[src/rtl/multi_cycle_control_pkg.sv]
// Shared encodings for the multi-cycle controller: FSM states, opcode/funct
// constants, ALU operation codes (also used by the ALU) and mux select codes.
package multi_cycle_control_pkg;

    typedef enum logic [3:0] {
        S_INIT   = 4'd0,
        S_FETCH  = 4'd1,
        S_DECODE = 4'd2,
        S_MEMADR = 4'd3,
        S_MEMRD  = 4'd4,
        S_MEMWB  = 4'd5,
        S_MEMWR  = 4'd6,
        S_RXEC   = 4'd7,
        S_RWB    = 4'd8,
        S_BRANCH = 4'd9,
        S_JUMP   = 4'd10,
        S_IXEC   = 4'd11,
        S_IWB    = 4'd12,
        S_JAL    = 4'd13
    } state_t;

    typedef enum logic [3:0] {
        ALU_AND = 4'd0,
        ALU_OR  = 4'd1,
        ALU_ADD = 4'd2,
        ALU_SLL = 4'd3,
        ALU_SRL = 4'd4,
        ALU_LUI = 4'd5,
        ALU_SUB = 4'd6,
        ALU_SLT = 4'd7,
        ALU_NOR = 4'd8,
        ALU_XOR = 4'd9
    } alu_t;

    localparam logic [5:0] OP_RTYPE = 6'h00;
    localparam logic [5:0] OP_J     = 6'h02;
    localparam logic [5:0] OP_JAL   = 6'h03;
    localparam logic [5:0] OP_BEQ   = 6'h04;
    localparam logic [5:0] OP_BNE   = 6'h05;
    localparam logic [5:0] OP_ADDI  = 6'h08;
    localparam logic [5:0] OP_SLTI  = 6'h0A;
    localparam logic [5:0] OP_ANDI  = 6'h0C;
    localparam logic [5:0] OP_ORI   = 6'h0D;
    localparam logic [5:0] OP_XORI  = 6'h0E;
    localparam logic [5:0] OP_LUI   = 6'h0F;
    localparam logic [5:0] OP_LW    = 6'h23;
    localparam logic [5:0] OP_SW    = 6'h2B;

    localparam logic [5:0] FN_SLL = 6'h00;
    localparam logic [5:0] FN_SRL = 6'h02;
    localparam logic [5:0] FN_ADD = 6'h20;
    localparam logic [5:0] FN_SUB = 6'h22;
    localparam logic [5:0] FN_AND = 6'h24;
    localparam logic [5:0] FN_OR  = 6'h25;
    localparam logic [5:0] FN_XOR = 6'h26;
    localparam logic [5:0] FN_NOR = 6'h27;
    localparam logic [5:0] FN_SLT = 6'h2A;

    localparam logic [1:0] SRCA_PC   = 2'd0;
    localparam logic [1:0] SRCA_REGA = 2'd1;
    localparam logic [1:0] SRCA_REGB = 2'd2;
    localparam logic [1:0] SRCB_REGB = 2'd0;
    localparam logic [1:0] SRCB_FOUR = 2'd1;
    localparam logic [1:0] SRCB_IMM  = 2'd2;
    localparam logic [1:0] SRCB_IMM2 = 2'd3;
    localparam logic [1:0] PCS_ALU    = 2'd0;
    localparam logic [1:0] PCS_ALUOUT = 2'd1;
    localparam logic [1:0] PCS_JUMP   = 2'd2;

    function automatic logic is_itype(input logic [5:0] op);
        return (op == OP_ADDI) || (op == OP_ANDI) || (op == OP_ORI) ||
               (op == OP_XORI) || (op == OP_SLTI) || (op == OP_LUI);
    endfunction

endpackage

[src/rtl/multi_cycle_control_if.sv]
// Controller <-> datapath signal bundle. master = controller, slave = datapath.
interface multi_cycle_control_if;
    logic [5:0] op;
    logic [5:0] funct;
    logic       Zero;
    logic       PCEn;
    logic       IorD;
    logic       MemRead;
    logic       MemWrite;
    logic       IRWrite;
    logic       MemtoReg;
    logic       RegDst;
    logic       RegWrite;
    logic       ExtOp;
    logic       IllegalOp;
    logic [1:0] ALUSrcA;
    logic [1:0] ALUSrcB;
    logic [1:0] PCSource;
    logic [3:0] ALUcontrol;
    logic [3:0] state;

    modport master (
        input  op, funct, Zero,
        output PCEn, IorD, MemRead, MemWrite, IRWrite, MemtoReg, RegDst,
               RegWrite, ExtOp, IllegalOp, ALUSrcA, ALUSrcB, PCSource,
               ALUcontrol, state
    );

    modport slave (
        output op, funct, Zero,
        input  PCEn, IorD, MemRead, MemWrite, IRWrite, MemtoReg, RegDst,
               RegWrite, ExtOp, IllegalOp, ALUSrcA, ALUSrcB, PCSource,
               ALUcontrol, state
    );
endinterface

[src/rtl/multi_cycle_control_alu_decode.sv]
// Combinational ALU operation decode: funct for R-type, op for I-type.
import multi_cycle_control_pkg::*;

module alu_decode (
    input  logic [5:0] op,
    input  logic [5:0] funct,
    output alu_t       r_alu,
    output logic       r_shift,
    output logic       r_valid,
    output alu_t       i_alu,
    output logic       i_ext
);
    always_comb begin
        r_alu   = ALU_ADD;
        r_shift = 1'b0;
        r_valid = 1'b1;
        case (funct)
            FN_ADD: r_alu = ALU_ADD;
            FN_SUB: r_alu = ALU_SUB;
            FN_AND: r_alu = ALU_AND;
            FN_OR:  r_alu = ALU_OR;
            FN_XOR: r_alu = ALU_XOR;
            FN_NOR: r_alu = ALU_NOR;
            FN_SLT: r_alu = ALU_SLT;
            FN_SLL: begin r_alu = ALU_SLL; r_shift = 1'b1; end
            FN_SRL: begin r_alu = ALU_SRL; r_shift = 1'b1; end
            default: r_valid = 1'b0;
        endcase
    end

    // Logical immediates are zero-extended; arithmetic ones sign-extended.
    always_comb begin
        i_alu = ALU_ADD;
        i_ext = 1'b1;
        case (op)
            OP_ADDI: begin i_alu = ALU_ADD; i_ext = 1'b1; end
            OP_ANDI: begin i_alu = ALU_AND; i_ext = 1'b0; end
            OP_ORI:  begin i_alu = ALU_OR;  i_ext = 1'b0; end
            OP_XORI: begin i_alu = ALU_XOR; i_ext = 1'b0; end
            OP_SLTI: begin i_alu = ALU_SLT; i_ext = 1'b1; end
            OP_LUI:  begin i_alu = ALU_LUI; i_ext = 1'b0; end
            default: begin i_alu = ALU_ADD; i_ext = 1'b1; end
        endcase
    end
endmodule

[src/rtl/multi_cycle_control.sv]
// Multi-cycle MIPS-style control FSM with registered outputs.
// Optional feature: define MC_CTRL_JAL_EN to add the JAL (op 0x03) state.
//
// state  | meaning
// INIT   | post-reset idle, all outputs 0
// FETCH  | read instruction, PC <= PC+4
// DECODE | branch target into ALUOut, dispatch on op
// MEMADR | address = regA + ext imm
// MEMRD  | data memory read
// MEMWB  | load writeback (rt)
// MEMWR  | data memory write
// RXEC   | R-type execute
// RWB    | R-type writeback (rd)
// BRANCH | beq/bne compare, conditional PC update
// JUMP   | PC <= jump target
// IXEC   | I-type execute
// IWB    | I-type writeback (rt)
// JAL    | jump and link to r31 (optional)
import multi_cycle_control_pkg::*;

module multi_cycle_control (
    input  logic                        clk,
    input  logic                        rst_n,
    multi_cycle_control_if.master       bus
);
    state_t     cur, nxt;
    logic       ill_nxt, ill_q;
    logic       pcen_q, iord_q, memread_q, memwrite_q, irwrite_q;
    logic       memtoreg_q, regdst_q, regwrite_q, ext_q;
    logic [1:0] srca_q, srcb_q, pcsrc_q;
    alu_t       alu_q;

    alu_t       r_alu, i_alu;
    logic       r_shift, r_valid, i_ext;

    alu_decode u_alu_decode (
        .op      (bus.op),
        .funct   (bus.funct),
        .r_alu   (r_alu),
        .r_shift (r_shift),
        .r_valid (r_valid),
        .i_alu   (i_alu),
        .i_ext   (i_ext)
    );

    always_comb begin
        nxt     = S_FETCH;
        ill_nxt = 1'b0;
        case (cur)
            S_INIT:   nxt = S_FETCH;
            S_FETCH:  nxt = S_DECODE;
            S_DECODE: begin
                if (bus.op == OP_LW || bus.op == OP_SW)        nxt = S_MEMADR;
                else if (bus.op == OP_RTYPE)                   nxt = S_RXEC;
                else if (bus.op == OP_BEQ || bus.op == OP_BNE) nxt = S_BRANCH;
                else if (bus.op == OP_J)                       nxt = S_JUMP;
                else if (is_itype(bus.op))                     nxt = S_IXEC;
`ifdef MC_CTRL_JAL_EN
                else if (bus.op == OP_JAL)                     nxt = S_JAL;
`endif
                else                                           ill_nxt = 1'b1;
            end
            S_MEMADR: nxt = (bus.op == OP_LW) ? S_MEMRD : S_MEMWR;
            S_MEMRD:  nxt = S_MEMWB;
            S_RXEC: begin
                nxt     = r_valid ? S_RWB : S_FETCH;
                ill_nxt = ~r_valid;
            end
            S_IXEC:   nxt = S_IWB;
            default:  nxt = S_FETCH;
        endcase
    end

    // Outputs are registered from the next state so they are valid for the
    // whole cycle spent in that state; IllegalOp is raised for the cycle
    // following the rejecting DECODE/RXEC.
    always_ff @(posedge clk or negedge rst_n) begin
        if (!rst_n) begin
            cur        <= S_INIT;
            ill_q      <= 1'b0;
            pcen_q     <= 1'b0;
            iord_q     <= 1'b0;
            memread_q  <= 1'b0;
            memwrite_q <= 1'b0;
            irwrite_q  <= 1'b0;
            memtoreg_q <= 1'b0;
            regdst_q   <= 1'b0;
            regwrite_q <= 1'b0;
            ext_q      <= 1'b0;
            srca_q     <= 2'd0;
            srcb_q     <= 2'd0;
            pcsrc_q    <= 2'd0;
            alu_q      <= ALU_AND;
        end else begin
            cur        <= nxt;
            ill_q      <= ill_nxt;
            pcen_q     <= 1'b0;
            iord_q     <= 1'b0;
            memread_q  <= 1'b0;
            memwrite_q <= 1'b0;
            irwrite_q  <= 1'b0;
            memtoreg_q <= 1'b0;
            regdst_q   <= 1'b0;
            regwrite_q <= 1'b0;
            ext_q      <= 1'b0;
            srca_q     <= SRCA_PC;
            srcb_q     <= SRCB_REGB;
            pcsrc_q    <= PCS_ALU;
            alu_q      <= ALU_AND;
            case (nxt)
                S_FETCH: begin
                    memread_q <= 1'b1;
                    irwrite_q <= 1'b1;
                    pcen_q    <= 1'b1;
                    srcb_q    <= SRCB_FOUR;
                    alu_q     <= ALU_ADD;
                end
                S_DECODE: begin
                    srcb_q <= SRCB_IMM2;
                    ext_q  <= 1'b1;
                    alu_q  <= ALU_ADD;
                end
                S_MEMADR: begin
                    srca_q <= SRCA_REGA;
                    srcb_q <= SRCB_IMM;
                    ext_q  <= 1'b1;
                    alu_q  <= ALU_ADD;
                end
                S_MEMRD: begin
                    memread_q <= 1'b1;
                    iord_q    <= 1'b1;
                end
                S_MEMWB: begin
                    regwrite_q <= 1'b1;
                    memtoreg_q <= 1'b1;
                end
                S_MEMWR: begin
                    memwrite_q <= 1'b1;
                    iord_q     <= 1'b1;
                end
                S_RXEC: begin
                    srca_q <= r_shift ? SRCA_REGB : SRCA_REGA;
                    srcb_q <= r_shift ? SRCB_IMM : SRCB_REGB;
                    alu_q  <= r_alu;
                end
                S_RWB: begin
                    regwrite_q <= 1'b1;
                    regdst_q   <= 1'b1;
                end
                S_BRANCH: begin
                    srca_q  <= SRCA_REGA;
                    srcb_q  <= SRCB_REGB;
                    alu_q   <= ALU_SUB;
                    pcsrc_q <= PCS_ALUOUT;
                end
                S_JUMP: begin
                    pcsrc_q <= PCS_JUMP;
                    pcen_q  <= 1'b1;
                end
                S_IXEC: begin
                    srca_q <= SRCA_REGA;
                    srcb_q <= SRCB_IMM;
                    alu_q  <= i_alu;
                    ext_q  <= i_ext;
                end
                S_IWB: begin
                    regwrite_q <= 1'b1;
                    srca_q     <= srca_q;
                    srcb_q     <= srcb_q;
                    alu_q      <= alu_q;
                    ext_q      <= ext_q;
                end
                S_JAL: begin
                    pcsrc_q    <= PCS_JUMP;
                    pcen_q     <= 1'b1;
                    regwrite_q <= 1'b1;
                    regdst_q   <= 1'b1;
                end
                default: ;
            endcase
        end
    end

    // PCEn is the only output that looks at Zero directly.
    assign bus.PCEn       = (cur == S_BRANCH) ? ((bus.op == OP_BNE) ? ~bus.Zero : bus.Zero)
                                              : pcen_q;
    assign bus.IorD       = iord_q;
    assign bus.MemRead    = memread_q;
    assign bus.MemWrite   = memwrite_q;
    assign bus.IRWrite    = irwrite_q;
    assign bus.MemtoReg   = memtoreg_q;
    assign bus.RegDst     = regdst_q;
    assign bus.RegWrite   = regwrite_q;
    assign bus.ExtOp      = ext_q;
    assign bus.IllegalOp  = ill_q;
    assign bus.ALUSrcA    = srca_q;
    assign bus.ALUSrcB    = srcb_q;
    assign bus.PCSource   = pcsrc_q;
    assign bus.ALUcontrol = alu_q;
    assign bus.state      = cur;
endmodule

[src/flat_wrapper.sv]
// flat-port wrapper written by rule: the top's interface ports become plain ports
module multi_cycle_control_flat 
  (clk, rst_n, bus_op, bus_funct, bus_Zero, bus_PCEn, bus_IorD, bus_MemRead, bus_MemWrite, bus_IRWrite, bus_MemtoReg, bus_RegDst, bus_RegWrite, bus_ExtOp, bus_IllegalOp, bus_ALUSrcA, bus_ALUSrcB, bus_PCSource, bus_ALUcontrol, bus_state);
  multi_cycle_control_if bus_i ();
  input  logic clk;
  input  logic rst_n;
  input wire logic [$bits(bus_i.op)-1:0] bus_op;
  input wire logic [$bits(bus_i.funct)-1:0] bus_funct;
  input wire logic [$bits(bus_i.Zero)-1:0] bus_Zero;
  output wire logic [$bits(bus_i.PCEn)-1:0] bus_PCEn;
  output wire logic [$bits(bus_i.IorD)-1:0] bus_IorD;
  output wire logic [$bits(bus_i.MemRead)-1:0] bus_MemRead;
  output wire logic [$bits(bus_i.MemWrite)-1:0] bus_MemWrite;
  output wire logic [$bits(bus_i.IRWrite)-1:0] bus_IRWrite;
  output wire logic [$bits(bus_i.MemtoReg)-1:0] bus_MemtoReg;
  output wire logic [$bits(bus_i.RegDst)-1:0] bus_RegDst;
  output wire logic [$bits(bus_i.RegWrite)-1:0] bus_RegWrite;
  output wire logic [$bits(bus_i.ExtOp)-1:0] bus_ExtOp;
  output wire logic [$bits(bus_i.IllegalOp)-1:0] bus_IllegalOp;
  output wire logic [$bits(bus_i.ALUSrcA)-1:0] bus_ALUSrcA;
  output wire logic [$bits(bus_i.ALUSrcB)-1:0] bus_ALUSrcB;
  output wire logic [$bits(bus_i.PCSource)-1:0] bus_PCSource;
  output wire logic [$bits(bus_i.ALUcontrol)-1:0] bus_ALUcontrol;
  output wire logic [$bits(bus_i.state)-1:0] bus_state;
  assign bus_i.op = bus_op;
  assign bus_i.funct = bus_funct;
  assign bus_i.Zero = bus_Zero;
  assign bus_PCEn = bus_i.PCEn;
  assign bus_IorD = bus_i.IorD;
  assign bus_MemRead = bus_i.MemRead;
  assign bus_MemWrite = bus_i.MemWrite;
  assign bus_IRWrite = bus_i.IRWrite;
  assign bus_MemtoReg = bus_i.MemtoReg;
  assign bus_RegDst = bus_i.RegDst;
  assign bus_RegWrite = bus_i.RegWrite;
  assign bus_ExtOp = bus_i.ExtOp;
  assign bus_IllegalOp = bus_i.IllegalOp;
  assign bus_ALUSrcA = bus_i.ALUSrcA;
  assign bus_ALUSrcB = bus_i.ALUSrcB;
  assign bus_PCSource = bus_i.PCSource;
  assign bus_ALUcontrol = bus_i.ALUcontrol;
  assign bus_state = bus_i.state;
  multi_cycle_control u_core (.clk(clk), .rst_n(rst_n), .bus(bus_i));
endmodule
[config.mk]
export PLATFORM = sky130hd
export DESIGN_NAME = multi_cycle_control_flat
export DESIGN_NICKNAME = d
export VERILOG_FILES = /design/src/rtl/multi_cycle_control_pkg.sv /design/src/rtl/multi_cycle_control_if.sv /design/src/rtl/multi_cycle_control_alu_decode.sv /design/src/rtl/multi_cycle_control.sv /design/src/flat_wrapper.sv
export SDC_FILE = /design/constraint.sdc
export NUM_CORES = 1
export LEC_CHECK = 0
export ABC_AREA = 1
export ABC_CLOCK_PERIOD_IN_PS = 2100
export CAP_MARGIN = 20
export CORE_UTILIZATION = 48
export CTS_BUF_LIST = sky130_fd_sc_hd__clkbuf_16
export DETAILED_ROUTE_END_ITERATION = 6
export PLACE_DENSITY_LB_ADDON = 0.2
export SLEW_MARGIN = 20
export SYNTH_ARGS = -nofsm -noshare
export SYNTH_HDL_FRONTEND = slang
export SYNTH_SLANG_ARGS = --single-unit
[constraint.sdc]
create_clock -name clk -period 2.1 [get_ports clk]
set_clock_uncertainty 0.05 [all_clocks]
set_input_delay 0.42 -clock clk [delete_from_list [all_inputs] [get_ports clk]]
set_output_delay 0.42 -clock clk [all_outputs]
set_load 0.02 [all_outputs]
==> flow_summary.yaml <==
timing:
  holdWs_ns: 0.442
  fmax_ghz: 0.489
  slew_headroom_pct: 79.9
  fin_crit_ns: 2.04
  fin_crit_sh_pct: 97.4
  worst_pin_slew_ns: 0.300
  setup_viol: 0
  drv_slew: 0
  hold_viol: 0
power:
  p_leak_nw: 1.20
  ir_drop_uv: 1130
  p_per_area_nw_per_um2: 1240
detailed_routing:
  wirelength_mm: 4.04
  ant_nets: 0
  wl_per_cell_um: 13.6
  avgViaCountPerCell: 5.25
  drtIter0Drc: 74
  drc: 0
  detail_route.first_pass.iterations: 4
  vias: 1553
grt:
  grt_pass1_wl_mm: 6.23
  grt_start_max_net_pins: 25
  track_usage_pct: 24.8
  first_global_vias: 1415
  overflow: 0
  antenna_found_initial: 0
synthesis:
  avgSynthCellArea_um2: 7.40
  synth_top_cell_area_share_pct: 42.1
  synth_nets: 208
  yosys_warnings: 0
  synth_top_cell_by_area: "dfrtp_1"
  synth_area_leaders: "dfrtp_1 42%, nand2_1 12%, inv_1 7.4%"
  synth-seq-area-share_pct: 42.1
  ys_types: 27
  synthCells: 193
  netlist_area_um2: 1430
  ys_ff_latch: 24
floorplanning:
  die_area_um2: 3200
  core_um2: 2780
  initial_core_util_pct: 51.3
  dieHeight_um: 56.5
  die_x_um: 56.5
  rows: 19
  pin_count: 39
cts:
  ctsHoldBuffers: 0
  clk-insertion-delay-late_ns: 0.25
  cts_sinks: 24
  cts-buffers-inserted: 3
  cts_tree: "done"
  clkTransAtPathRegs_ns: 0.06
  cts-htree-levels: 1
  cts_buffer_depth: 2
  cts-root-buf: "clkbuf_16"
cells_and_area:
  final_common_cell: "nand2_1"
  layout_common_cells: "43 x nand2_1, 31 x clkdlybuf4s50_1, 29 x buf_4, 25 x inv_1, 24 x dfrtp_1"
  final_area_um2: 2270
  fin_cells: 296
  layout-drive-gt1-share_pct: 33.2
  n_antenna_cell: 0
  nets: 281
  area_growth_pct: 58.7
critical_path:
  ff2ff_path_depth: 11
  start_kind: "input port"
  cp_top_family: "simple AND/OR/NAND/NOR gates"
  cp-end-kind: "register"
  arrival_ns: 2.13
  criticalPathCategory: "in -> reg"
  cpPeakStageDelay_ns: 0.55
  crit_required_ns: 2.19
  worst-path-buf-inv: 2
  slowest_stage: "clkdlybuf4s50_1"
  crit_chain: "clkdlybuf4s50_1 -> nor2_4 -> inv_1 -> nor2_1 -> nor2_1 -> nand2_2 -> a21oi_4 -> nand2_2 -> nand2_1 -> nor2_2 -> nand2_1 -> nand3_1"
  path_depth: 12
  worstPathMaxFanout: 3
placed_design:
  gp_congestion: 0.836
  portBuffers: 38
  dp_cells: 290
  place_area_um2: 2060
  dp_hpwl_mm: 2.68
min_path:
  hp-class: "reg -> reg"
  whs_path_depth: 2
job:
  drv_cap: 0
run_status:
  status: "finished clean"
==> worst register-to-register path: stages (launching register included) <==
cell	delay (ns)
dfrtp_1	0.38
buf_4	0.16
nand2_1	0.11
inv_2	0.05
nand2_1	0.12
clkinv_1	0.19
nand3_1	0.22
nand3_4	0.14
inv_2	0.11
nor2_4	0.04
nand2_1	0.15
o31ai_1	0.09
==> cell families after synthesis <==
| logic type | count (synthesis) | share of synthesized area [%] |
|---|---|---|
| and+or+nand+nor | 123 | 42.9 |
| buffers and inverters | 34 | 9.11 |
| DFF | 24 | 42.1 |
| AOI/OAI and AO/OA | 10 | 4.47 |
| xor gates and xnor gates | 1 | 0.614 |
| muxes | 1 | 0.789 |
==> layer usage <==
layer | share of wire (%) | vias up | GRT usage [%]
met5 | 0 | - | 0
met4 | 1.6 | 0 | 8.71
met3 | 5.4 | 10 | 2.76
met2 | 52 | 60 | 42.2
met1 | 41 | 737 | 32.5
li1 | - | 746 | -
==> where the power goes <==
group | internal (W) | switching (W) | leakage, nW
Sequential | 0.000611 | 0.0000625 | 0.312
Clock | 0.000379 | 0.000167 | 0.0511
Combinational | 0.000659 | 0.000928 | 0.836
==> stage by stage <==
| stage | utilization, % | TNS (ns) | total power (W) | setup slack (ns) |
|---|---|---|---|---|
| after floorplan | - | 0 | 0.00150 | 0.459 |
| after global placement | 74.0 | -1.88 | 0.00206 | -0.472 |
| after detailed placement | 74.0 | -2.24 | 0.00209 | -0.491 |
| after CTS | 77.7 | 0 | 0.00265 | 0.0240 |
| after global routing | 81.5 | -0.0488 | 0.00297 | -0.0182 |
| final | 81.5 | 0 | 0.00281 | 0.0556 |
==> cell type report <==
class / instances / area (um^2)
clock inverter: 1 / 30.0
multi-input combinational: 135 / 781
tap: 31 / 38.8
inverter: 34 / 130
clock buffer: 3 / 75.1
fill: 177 / 515
sequential: 24 / 601
timing repair buffer: 68 / 611
==> path summary, 6_finish.rpt <==
kind / from / to / slack, ns
setup / recovery: bus_funct[4] / u_core.bus.ALUcontrol[3] / 0.06
hold / removal: u_core.bus.ALUSrcB[0] / u_core.bus.ALUSrcB[0] / 0.44
setup reg to reg: u_core.bus.state[0] / u_core.bus.MemRead / 0.15
hold reg to reg: u_core.bus.ALUSrcB[0] / u_core.bus.ALUSrcB[0] / 0.44
max in group asynchronous: rst_n / u_core.bus.ALUcontrol[2] / 1.30
min in group asynchronous: rst_n / u_core.pcen_q / 0.47
==> cell usage after synthesis <==
| library cell | n |
|---|---|
| o21a_1 | 1 |
| mux2_2 | 1 |
| o21ai_0 | 4 |
| nor3b_1 | 1 |
| xnor2_1 | 1 |
| clkinv_1 | 1 |
| inv_2 | 4 |
| dfrtp_1 | 24 |
| nand2_1 | 46 |
| o31ai_1 | 2 |
| o21ai_1 | 1 |
| nand3_1 | 20 |
| inv_4 | 1 |
| nor2_1 | 22 |
| nand2_4 | 1 |
| nand2_2 | 8 |
| nand4_1 | 6 |
| or2_2 | 1 |
| nor2_4 | 2 |
| nand3_2 | 3 |
| nor2_2 | 10 |
| inv_1 | 28 |
| a21oi_2 | 1 |
| nand3_4 | 1 |
| o211ai_1 | 1 |
| nor3_1 | 1 |
| nand3b_1 | 1 |
==> flip-flops by register name (all words and copies together), names as in the netlist, 2 cells and up <==
| register | flops |
|---|---|
| u_core.bus.ALUcontrol | 4 |
| u_core.bus.state | 4 |
| u_core.bus.ALUSrcA | 2 |
| u_core.bus.ALUSrcB | 2 |
| u_core.bus.PCSource | 2 |
==> timing repair <==
| item | CTS | global route |
|---|---|---|
| pin swaps | 3 | 10 |
| buffers inserted | 0 | 2 |
| setup endpoints to repair | 1 | 13 |
| gates resized for setup | 12 | 26 |
Power figures use the tool's default switching activity.
